<file path="src/rtl/ldm_stm_seq_pkg.sv">
// rtl/ldm_stm_seq_pkg.sv - shared state type, stride constant and popcount helper
package ldm_stm_seq_pkg;

  localparam int unsigned WORD_BYTES = 4;

  typedef enum logic [1:0] {
    IDLE = 2'd0,
    XFER = 2'd1,
    FIN  = 2'd2
  } seq_state_e;

  // Number of registers named in a transfer mask.
  function automatic logic [4:0] popcount16(input logic [15:0] v);
    logic [4:0] c;
    c = '0;
    for (int i = 0; i < 16; i++) begin
      c = c + {4'd0, v[i]};
    end
    return c;
  endfunction

endpackage

</file>
<file path="src/rtl/ldm_stm_seq_lsb_enc.sv">
// rtl/ldm_stm_seq_lsb_enc.sv - 16-bit lowest-set-bit encoder
module lsb_enc (
  input  logic [15:0] vec,
  output logic [3:0]  idx,
  output logic        valid
);

  // Scan from the top so the lowest set bit is the last one to write idx.
  always_comb begin
    idx = '0;
    for (int i = 15; i >= 0; i--) begin
      if (vec[i]) begin
        idx = 4'(i);
      end
    end
  end

  assign valid = |vec;

endmodule

</file>
<file path="src/rtl/ldm_stm_seq.sv">
// rtl/ldm_stm_seq.sv - LDM/STM block transfer sequencer
module ldm_stm_seq
  import ldm_stm_seq_pkg::*;
#(
  parameter int unsigned WORD_BYTES = ldm_stm_seq_pkg::WORD_BYTES
) (
  input  logic        clk,
  input  logic        rst,
  input  logic        start,
  input  logic        is_load,
  input  logic [15:0] reg_list,
  input  logic [3:0]  base_reg,
  input  logic [31:0] base_val,
  input  logic        up,
  input  logic        pre,
  input  logic        wback,
  input  logic        mem_ready,
  input  logic [31:0] mem_rdata,
  input  logic [31:0] str_data,
  output logic [3:0]  str_addr,
  output logic [31:0] mem_addr,
  output logic        mem_rd_en,
  output logic        mem_wr_en,
  output logic [31:0] mem_wdata,
  output logic [3:0]  w_addr1,
  output logic [31:0] w_data1,
  output logic        w_en1,
  output logic [3:0]  w_addr2,
  output logic [31:0] w_data2,
  output logic        w_en2,
  output logic        busy,
  output logic        done
);

  localparam logic [31:0] STRIDE = 32'(WORD_BYTES);

  seq_state_e  state_q, state_d;
  logic [15:0] rem_q, rem_d;
  logic [31:0] addr_q, addr_d;
  logic        is_load_q, is_load_d;
  logic [3:0]  base_reg_q, base_reg_d;
  logic        wb_en_q, wb_en_d;
  logic [31:0] wb_val_q, wb_val_d;
  logic        ld_pend_q, ld_pend_d;
  logic [3:0]  ld_reg_q, ld_reg_d;
  logic        busy_q, busy_d;
  logic        done_q, done_d;
  logic        rd_en_q, rd_en_d;
  logic        wr_en_q, wr_en_d;
  logic        w_en2_q, w_en2_d;

  logic [3:0]  cur_idx;
  logic        cur_valid;
  logic [4:0]  n_w;
  logic [31:0] span_w;
  logic        wb_en_w;
  logic [15:0] rem_next_w;

  lsb_enc u_lsb_enc (
    .vec   (rem_q),
    .idx   (cur_idx),
    .valid (cur_valid)
  );

  // Next-state and next-output computation for the transfer sequencer.
  always_comb begin
    state_d    = state_q;
    rem_d      = rem_q;
    addr_d     = addr_q;
    is_load_d  = is_load_q;
    base_reg_d = base_reg_q;
    wb_en_d    = wb_en_q;
    wb_val_d   = wb_val_q;
    ld_pend_d  = 1'b0;
    ld_reg_d   = ld_reg_q;
    busy_d     = busy_q;
    done_d     = 1'b0;
    rd_en_d    = rd_en_q;
    wr_en_d    = wr_en_q;
    w_en2_d    = 1'b0;

    n_w        = popcount16(reg_list);
    span_w     = STRIDE * {27'd0, n_w};
    // A load that names the base register owns that register's final value.
    wb_en_w    = wback && !(is_load && reg_list[base_reg]);
    rem_next_w = rem_q & (rem_q - 16'd1);

    case (state_q)
      IDLE: begin
        busy_d  = 1'b0;
        rd_en_d = 1'b0;
        wr_en_d = 1'b0;
        if (start) begin
          is_load_d  = is_load;
          base_reg_d = base_reg;
          rem_d      = reg_list;
          wb_en_d    = wb_en_w;
          wb_val_d   = up ? (base_val + span_w) : (base_val - span_w);
          if (up) begin
            addr_d = pre ? (base_val + STRIDE) : base_val;
          end else begin
            addr_d = pre ? (base_val - span_w) : (base_val - span_w + STRIDE);
          end
          busy_d = 1'b1;
          if (n_w == 5'd0) begin
            state_d = FIN;
            done_d  = 1'b1;
            w_en2_d = wb_en_w;
          end else begin
            state_d = XFER;
            rd_en_d = is_load;
            wr_en_d = !is_load;
          end
        end
      end
      XFER: begin
        if (mem_ready && cur_valid) begin
          ld_pend_d = is_load_q;
          ld_reg_d  = cur_idx;
          rem_d     = rem_next_w;
          addr_d    = addr_q + STRIDE;
          if (rem_next_w == 16'd0) begin
            state_d = FIN;
            done_d  = 1'b1;
            w_en2_d = wb_en_q;
            rd_en_d = 1'b0;
            wr_en_d = 1'b0;
          end
        end
      end
      FIN: begin
        state_d = IDLE;
        busy_d  = 1'b0;
        rd_en_d = 1'b0;
        wr_en_d = 1'b0;
      end
      default: begin
        state_d = IDLE;
        busy_d  = 1'b0;
        rd_en_d = 1'b0;
        wr_en_d = 1'b0;
      end
    endcase
  end

  // State and registered outputs; reset drops any pending load write.
  always_ff @(posedge clk) begin
    if (rst) begin
      state_q    <= IDLE;
      rem_q      <= '0;
      addr_q     <= '0;
      is_load_q  <= 1'b0;
      base_reg_q <= '0;
      wb_en_q    <= 1'b0;
      wb_val_q   <= '0;
      ld_pend_q  <= 1'b0;
      ld_reg_q   <= '0;
      busy_q     <= 1'b0;
      done_q     <= 1'b0;
      rd_en_q    <= 1'b0;
      wr_en_q    <= 1'b0;
      w_en2_q    <= 1'b0;
    end else begin
      state_q    <= state_d;
      rem_q      <= rem_d;
      addr_q     <= addr_d;
      is_load_q  <= is_load_d;
      base_reg_q <= base_reg_d;
      wb_en_q    <= wb_en_d;
      wb_val_q   <= wb_val_d;
      ld_pend_q  <= ld_pend_d;
      ld_reg_q   <= ld_reg_d;
      busy_q     <= busy_d;
      done_q     <= done_d;
      rd_en_q    <= rd_en_d;
      wr_en_q    <= wr_en_d;
      w_en2_q    <= w_en2_d;
    end
  end

  assign str_addr  = cur_idx;
  assign mem_addr  = addr_q;
  assign mem_rd_en = rd_en_q;
  assign mem_wr_en = wr_en_q;
  assign mem_wdata = str_data;
  assign w_addr1   = ld_reg_q;
  assign w_data1   = mem_rdata;
  assign w_en1     = ld_pend_q;
  assign w_addr2   = base_reg_q;
  assign w_data2   = wb_val_q;
  assign w_en2     = w_en2_q;
  assign busy      = busy_q;
  assign done      = done_q;

endmodule

</file>
<file path="config.mk">
export PLATFORM = sky130hd
export DESIGN_NAME = ldm_stm_seq
export DESIGN_NICKNAME = d
export VERILOG_FILES = /design/src/rtl/ldm_stm_seq_pkg.sv /design/src/rtl/ldm_stm_seq_lsb_enc.sv /design/src/rtl/ldm_stm_seq.sv
export SDC_FILE = /design/constraint.sdc
export NUM_CORES = 1
export LEC_CHECK = 0
export CAP_MARGIN = 30
export CORE_UTILIZATION = 40
export DETAILED_ROUTE_END_ITERATION = 10
export HOLD_SLACK_MARGIN = 0.06
export PLACE_DENSITY = 0.7
export SLEW_MARGIN = 20
export SYNTH_ARGS = -nofsm -noshare
export SYNTH_HDL_FRONTEND = slang
export SYNTH_SLANG_ARGS = --single-unit
export TNS_END_PERCENT = 50
</file>
<file path="constraint.sdc">
create_clock -name clk -period 20.7 [get_ports clk]
set_clock_uncertainty 0.05 [all_clocks]
set_input_delay 4.14 -clock clk [delete_from_list [all_inputs] [get_ports clk]]
set_output_delay 4.14 -clock clk [all_outputs]
set_load 0.1 [all_outputs]
</file>
==> results.md <==
- Slew @ Worst Pin: 1040 ps
- Antenna Violating Nets Remaining: 0
- Worst-Skew Late Latency: 370 ps
- Root Buffer: clkbuf_16
- Post-synth ARST share: 0%
- I/O Buffers: 141
- CP max stage cell: a2111oi_2
- Setup TNS Final: 0 ps
- Worst VDD drop: 0.0778 mV
- Crit share post-route: 52.4%
- Layout cells sized above 1: 5.16%
- Clock Sinks: 98
- Max stage delay on crit path: 770 ps
- Top-count cell post-synth: nand2_1
- Crit path DAT: 11030 ps
- Sequential fraction of the synthesis area: 22.2%
- Die Height: 151 µm
- Vias/cell: 5.81
- H-tree Lvls: 3
- LEAKAGE: 0.00360 µW
- Cell Chain, Critical Path: clkdlybuf4s50_1, inv_1, fa_1, fa_1, fa_1, fa_1, inv_1, ha_1, a21o_1, a21oi_1, xnor2_1, ha_1, and2b_4, a2111oi_2, o41ai_1, o21ai_0, nand4_2, and4b_1, nand2b_4, or3b_1, xor2_1, o22ai_2
- Post-synth top flop: dfxtp_1
- WL/cell: 18.3 µm
- Synth Instances: 1222
- Power density over cell area: 140 mW/mm²
- DIE AREA: 0.0227 mm²
- TritonCTS Buffers: 9
- PostCTS Resize Cnt: 0
- N_diodes: 0
- Via count: 8808
- Post-CTS Hold Buffers: 0
- Routed WL: 27700 µm
- Final setup fails: 0
- Initial antenna violation count: 0
- Status: complete, no violations
- FF+latch count, synth: 98
- Mapped cell area: 0.00883 mm²
- Post-CTS Setup Inserts: 0
- Die span in x: 151 µm
- Worst hold slack: 405 ps
- FILL cells: 2123
- CP top delay family: adder cells
- Crit Path Max Fanout: 8
- Unrepaired setup endpoints after global routing: false
- Fin nets: 1390
- Area contributors post-synth: dfxtp_1 22%, nand2_1 6.4%, nor2_1 5.8%
- First-pass GRT wire length: 43200 µm
- Syn_nets: 1377
- Avg Cell Area, Syn: 7.22 µm²
- Vias in the first global route: 8020
- Grt ovf: 0
- Tightest Hold Check Type: register to register
- Final Hold Fails: 0
- Synth top area share: 22.2%
- Crit path buf inv count: 3
- Slew headroom: 30.5%
- # Max-Cap Violations: 0
- Starting Density: 41.3%
- Drt first pass iters: 6
- Synth top cells by count: 150 x nand2_1, 136 x nor2_1, 101 x a21oi_1
- Slew Limit Fails: 0
- Total global-route track usage: 24.3%
- Critical Path RT: 20880 ps
- Number of flops mapped to enable cells by yosys: 0
- Largest net degree at the start of global routing: 75
- Clock-pin transition on the worst setup and hold timing paths: 80 ps
- FMAX: 0.0922 GHz
- Period minus WS final: 10840 ps
- HPWL Detailed: 20500 µm
- Critical path endpoint category: register
- I/O pin count: 270
- Post-route DRC: 0
- GP Congestion: 1.03
- Detailed Route Iter0 Violations: 959
- Area Overhead vs Synth: 13.9%
- Post-synth cell types: 93
- CTS Buffer Depth: 2
- Cell taking the most area after synthesis: dfxtp_1
- Std-Cell Core Area: 0.0214 mm²
- Synth Warn #: 0
- Crit path launch type: input pin
- Cell mode on critical path: fa_1
- Site Rows: 53
- Critical path type: input pin to register
- TritonCTS clock tree: built
logic make-up after synthesis:
logic type	after synthesis	share of synthesized area (%)
mux	12	2.21
simple gates	486	26.3
fa+ha+maj	34	5.76
xor+xnor	92	9.13
compound gates	302	21.8
buf+inv	198	12.5
flops	98	22.2
flip-flops by register name (all words and copies together) (netlist names), 2 cells and up:
signal    count
mem_addr     32
rem_q        16
w_addr2       4
w_data2      32
w_addr1       4
state_q       2
area by class of cell:
| class | instances | area [µm²] | share of cell area [%] |
|---|---|---|---|
| Tap cell | 275 | 344 | 3.42 |
| Sequential cell | 98 | 1960 | 19.5 |
| Inverter | 49 | 184 | 1.83 |
| Multi-Input combinational cell | 926 | 5770 | 57.4 |
| Clock inverter | 7 | 97.6 | 0.971 |
| Clock buffer | 9 | 225 | 2.24 |
| Timing Repair Buffer | 151 | 1470 | 14.7 |
worst min-delay path: stages (launching register included):
cell	delay, ps
dfxtp_1	310
nand2_1	50
a21oi_1	50
cell usage in the layout, fill, tap and decap left out, types with 9 or more instances in the layout:
master,n
nand2_1,149
clkdlybuf4s50_1,139
nor2_1,135
a21oi_1,101
dfxtp_1,98
o21ai_0,63
inv_1,48
xnor2_1,48
xor2_1,44
nor3_1,42
nand3_1,37
a211oi_1,22
ha_1,19
nand4_1,18
a31oi_1,16
a22oi_1,16
and3_1,15
nor4_1,14
fa_1,12
or3_1,11
o22ai_1,9
clkbuf_16,9
buf_4,9
worst paths after layout:
path	endpoint	depth (start not counted)	start	slack, ps
worst max register to register	mem_rd_en	10	rem_q[0]	17160
worst min-delay path	w_data2[23]	2	w_data2[23]	400
worst min register to register	w_data2[23]	2	w_data2[23]	400
worst max-delay path	mem_addr[31]	22	reg_list[0]	9860
through the flow:
stage          instances  power [µW]  cell area, µm²  utilization (%)  setup WS [ps]
2_1_floorplan       1222        1060            8830                -          10720
4_1_cts             1515        1410           10100             47.1           9910
3_3_place_gp        1498        1210            9730             45.5           9650
5_1_grt             1515        1490           10100             47.1           9400
6_report            1515        1410           10100             47.1           9860
3_5_place_dp        1499        1220            9730             45.6           9520
routing by layer:
layer	track usage (%)	wire, µm	vias to the layer above
met3	4.33	2240	55
met1	33.9	12500	4097
met5	0	0	-
met4	8.89	651	0
li1	-	-	4262
met2	37.2	12300	394
report_power, final:
part,total [µW],switching (µW),internal [µW]
logic,943,665,277
clock network,186,88.7,97.3
registers,277,44.9,232
(Power assumes the default switching activity.)
